**src/rtl/korforgo_utemezo.sv**
```systemverilog
// Round-robin scheduler granting one of eight requesters at a time.
// Each tenure is capped at HOLD_MAX cycles, and a one-cycle gap is inserted between owners.
module korforgo_utemezo #(
  parameter int unsigned HOLD_MAX = 15,
  parameter int unsigned CW       = 8
) (
  input  logic       clk,
  input  logic       rst_n,
  input  logic [7:0] req,
  input  logic       done,
  output logic [7:0] gnt,
  output logic [2:0] gnt_idx,
  output logic       gnt_valid,
  output logic       timeout
);

  typedef enum logic [1:0] {
    IDLE  = 2'd0,
    GRANT = 2'd1,
    GAP   = 2'd2
  } state_t;

  state_t        state_q, state_d;
  logic [2:0]    idx_q, idx_d;
  logic [CW-1:0] holdCnt_q, holdCnt_d;
  logic [7:0]    gnt_q, gnt_d;
  logic          timeout_q, timeout_d;

  logic [2:0]    winner;
  logic [2:0]    cand;
  logic          found;
  logic          atMax;
  logic          release_c;

  // The last owner doubles as the round-robin pointer, so the search starts just above it.
  always_comb begin
    winner = idx_q;
    cand   = idx_q;
    found  = 1'b0;
    for (int i = 1; i <= 8; i++) begin
      cand = idx_q + 3'(i);
      if (!found && req[cand]) begin
        winner = cand;
        found  = 1'b1;
      end
    end
  end

  assign atMax     = (holdCnt_q == CW'(HOLD_MAX));
  assign release_c = done || !req[idx_q] || atMax;

  always_comb begin
    state_d   = state_q;
    idx_d     = idx_q;
    holdCnt_d = holdCnt_q;
    gnt_d     = 8'b0;
    timeout_d = 1'b0;
    unique case (state_q)
      IDLE: begin
        if (found) begin
          idx_d     = winner;
          holdCnt_d = CW'(1);
          gnt_d     = 8'b1 << winner;
          state_d   = GRANT;
        end
      end
      GRANT: begin
        if (release_c) begin
          state_d   = GAP;
          timeout_d = atMax && !done && req[idx_q];
        end else begin
          holdCnt_d = holdCnt_q + CW'(1);
          gnt_d     = gnt_q;
        end
      end
      GAP: begin
        state_d = IDLE;
      end
      default: begin
        state_d = IDLE;
      end
    endcase
  end

  always_ff @(posedge clk or negedge rst_n) begin
    if (!rst_n) begin
      state_q   <= IDLE;
      idx_q     <= 3'd7;
      holdCnt_q <= '0;
      gnt_q     <= 8'b0;
      timeout_q <= 1'b0;
    end else begin
      state_q   <= state_d;
      idx_q     <= idx_d;
      holdCnt_q <= holdCnt_d;
      gnt_q     <= gnt_d;
      timeout_q <= timeout_d;
    end
  end

  assign gnt       = gnt_q;
  assign gnt_idx   = idx_q;
  assign gnt_valid = (state_q == GRANT);
  assign timeout   = timeout_q;

endmodule
```
**config.mk**
```make
export PLATFORM = sky130hd
export DESIGN_NAME = korforgo_utemezo
export DESIGN_NICKNAME = d
export VERILOG_FILES = /design/src/rtl/korforgo_utemezo.sv
export SDC_FILE = /design/constraint.sdc
export NUM_CORES = 1
export LEC_CHECK = 0
export CORE_MARGIN = 4
export CORE_UTILIZATION = 58
export CTS_BUF_LIST = sky130_fd_sc_hd__clkbuf_4 sky130_fd_sc_hd__clkbuf_8
export DETAILED_ROUTE_END_ITERATION = 10
export HOLD_SLACK_MARGIN = 0.05
export PLACE_DENSITY = 0.94
export SLEW_MARGIN = 10
export SYNTH_ARGS = -nofsm -noshare
export SYNTH_HDL_FRONTEND = slang
export SYNTH_SLANG_ARGS = --single-unit
```
**constraint.sdc**
```tcl
create_clock -name clk -period 4.5 [get_ports clk]
set_input_delay 0.9 -clock clk [delete_from_list [all_inputs] [get_ports clk]]
set_output_delay 0.9 -clock clk [all_outputs]
set_load 0.05 [all_outputs]
```
==> key figures <==
Outcome
  – Status: completed

Clock network
  – Clk Latency, worst-skew pair: 0.30 ns
  – Num Clock Sinks: 22
  – CTS tree: done
  – CTS Buffer Depth: 2
  – CTS Root Cell: clkbuf_4
  – Cts hold-fix bufs: 0
  – H-tree depth reported by CTS: 1
  – Clock slew at reported path FFs: 0.11 ns
  – Total CTS buffers: 3
  – Post-CTS resize count: 0
  – Post-CTS setup buffers: 0

Global route
  – Total gr overflow: 0
  – First-pass GRT wire length: 7430 µm
  – Number of global-route vias before repair: 1597
  – Initial antenna violation count: 0
  – GRT Total Usage: 0.218
  – Largest net degree at the start of global routing: 23

STA
  – Final setup skew: 0.00114 ns
  – TNS Setup: 0 ns
  – Setup-failing EPs final: 0
  – Max-slew violation count: 0
  – Relative slew margins: 0.396
  – Worst-Margin Slew: 0.903 ns
  – Final min period: 3.56 ns
  – Final Hold Fails: 0
  – RSZ-0062 raised after global routing: false
  – F_max: roughly 280 MHz
  – Final Cycle Share: 0.792

Worst setup path
  – Worst Setup End Kind: flop
  – Startpoint Class: flop
  – Worst EP arrival: 3.74 ns
  – Cell Chain, Critical Path: inv_1 > ha_1 > mux4_2 > mux2i_4 > nand4_1 > nor2_1 > nor3_1 > mux2i_1 > o31ai_1
  – CP required: 4.68 ns
  – Worst r2r src: gnt_idx[1]
  – CP Max Fanout: 12
  – CP max stage delay: 0.67 ns
  – Setup CP Type: flop to flop
  – Reg2Reg Depth: 9
  – RR Endpoint: gnt[5]
  – FF-to-FF setup slack: ~0.94 ns
  – Slowest stage cell on the critical path: mux4_2

Placed design
  – Port Buffer Count: 23
  – Placed cells: 259
  – Gpl congestion: about 0.9
  – HPWL Detailed: 3350 µm

Hold path
  – Worst Hold Class: flop to flop
  – HP Start: gnt[5]
  – Worst Hold Path EP: gnt[5]
  – Hold Path Stages: 2

Logic synthesis
  – Top cells by count, synth: 28 x nand2_1, 19 x dfrtp_1, 16 x nor2_1
  – Ys flop type: dfrtp_1
  – Register bit total from synthesis: 22
  – Number of synthesized flops with an enable pin: 0
  – Yosys cell types: 50
  – Yosys warnings: 0
  – Ys async rst share: 1.00
  – Avg Cell Area, Syn: about 10 µm²
  – Syn Nets: 212
  – Sequential cell area fraction in the yosys report: 0.281
  – Synth area leader: dfrtp_1
  – Cells after Synth: 198
  – Mapped Area: 1970 µm²
  – Share of the synthesized area in the top cell type: 0.241
  – Most frequent cell after synthesis: nand2_1
  – Synth area leaders: dfrtp_1 24%, mux4_2 17%, nand2_1 5.3%, mux2i_1 4.1%, dfstp_2 4.0%

Drt
  – Antenna-violating nets left: 0
  – Drt drc: 0
  – DR iter-0 viols: 123
  – Via-to-Cell Ratio: 6.32
  – Total Wirelength: between 4000 and 5000 µm
  – Routed length per instance: between 15 and 20 µm
  – Pre-antenna DRT Iters: 4
  – DR vias: roughly 1700

Cells and area
  – Post-Layout Cell Count: 263
  – Fillers: approximately 230
  – Share of post-route cells with drive strength above 1: 0.183
  – Diodes inserted: 0
  – Synth-to-Final Area Change: 15.3%
  – Fin util: 0.720
  – Layout Nets: 234

Floorplan
  – Core area: 3150 µm²
  – DIE AREA: 4390 µm²
  – Die outline height: approximately 66 µm
  – Initial core utilization: 0.625
  – I/O Pins: 24
  – Width of the die: 66.3 µm
  – Rows: 20

Job
  – Max-cap violations: 0
[final cells by class]
class                           instances  area [µm²]  area share
Clock buffer                            4        36.3      0.0160
Inverter                                7        26.3      0.0116
Multi-Input combinational cell        160        1350       0.593
Sequential cell                        22         554       0.244
Tap cell                               44        55.1      0.0242
Timing Repair Buffer                   26         253       0.111
[registers in the layout, indices dropped and copies added, names as in the netlist]
register	count
gnt	8
state_q	2
timeout	1
holdCnt_q	8
gnt_idx	3
[worst max-delay path: cells and delay by family (launching register included)]
kind                       cells  cell delay (ns)
muxes                          3             1.38
adders and majority gates      1             0.60
DFF                            1             0.55
AOI/OAI and AO/OA              1             0.12
and+or+nand+nor                3             0.69
buffers and inverters          1             0.10
[cell families after synthesis]
group	Yosys count	share of synthesized area
buffers and inverters	16	0.0394
and+or+nand+nor	79	0.202
adders and majority gates	3	0.0191
muxes	31	0.271
AOI/OAI and AO/OA	36	0.135
DFF	22	0.281
xor gates and xnor gates	11	0.0527
[metal layers]
| metal | share of wire | up-vias | wire length [µm] | GRT usage |
|---|---|---|---|---|
| li1 | - | 794 | - | - |
| met1 | 0.44 | 803 | 1940 | 0.303 |
| met2 | 0.49 | 59 | 2120 | 0.358 |
| met3 | 0.060 | 6 | 260 | 0.0442 |
| met4 | 0.0094 | 0 | 41 | 0.0330 |
| met5 | 0 | - | 0 | 0 |
[cell usage in the layout, fill, tap and decap left out, types with 2 or more instances in the layout]
cell type | netlist | layout
nand2_1 | 28 | 28
clkdlybuf4s50_1 | 0 | 23
dfrtp_1 | 19 | 19
nor2_1 | 16 | 16
mux4_2 | 15 | 15
o31ai_1 | 9 | 9
mux2i_1 | 8 | 8
nor3_1 | 7 | 7
xor2_1 | 7 | 7
nand3_1 | 7 | 7
a21oi_1 | 7 | 7
inv_1 | 6 | 6
nand2b_1 | 6 | 6
nand4_1 | 3 | 3
mux2_1 | 3 | 3
xnor2_1 | 3 | 3
o21ai_0 | 3 | 3
ha_1 | 3 | 3
clkbuf_4 | 0 | 3
dfstp_2 | 3 | 3
buf_4 | 1 | 3
and4_1 | 2 | 2
mux2i_4 | 2 | 2
mux2_2 | 2 | 2
and3_1 | 2 | 2
o211ai_1 | 2 | 2
a31oi_1 | 2 | 2
a211oi_1 | 2 | 2
o21ai_1 | 2 | 2
[stage by stage]
| step | area [µm²] | hold WS [ns] | setup slack, ns |
|---|---|---|---|
| 5_1_grt | 2270 | 0.521 | 0.676 |
| 2_1_floorplan | 1970 | 0.466 | 0.798 |
| 3_5_place_dp | 2230 | 0.480 | 0.642 |
| 6_report | 2270 | 0.497 | 0.937 |
| 3_3_place_gp | 2230 | 0.467 | 0.809 |
| 4_1_cts | 2260 | 0.506 | 0.968 |
[worst max path at each step]
stage	from	to	depth (start not counted)
global placement	req[6]	gnt[1]	8
global route	gnt_idx[0]	gnt[3]	9
finish	gnt_idx[1]	gnt[5]	9
CTS	req[6]	gnt[5]	8
floorplan	gnt_idx[1]	gnt[5]	12
detailed placement	req[6]	gnt[5]	8
Power is left out: the tool's default activity adds up to more than one toggle a clock period on the data nets, which glitch-free logic cannot reach.
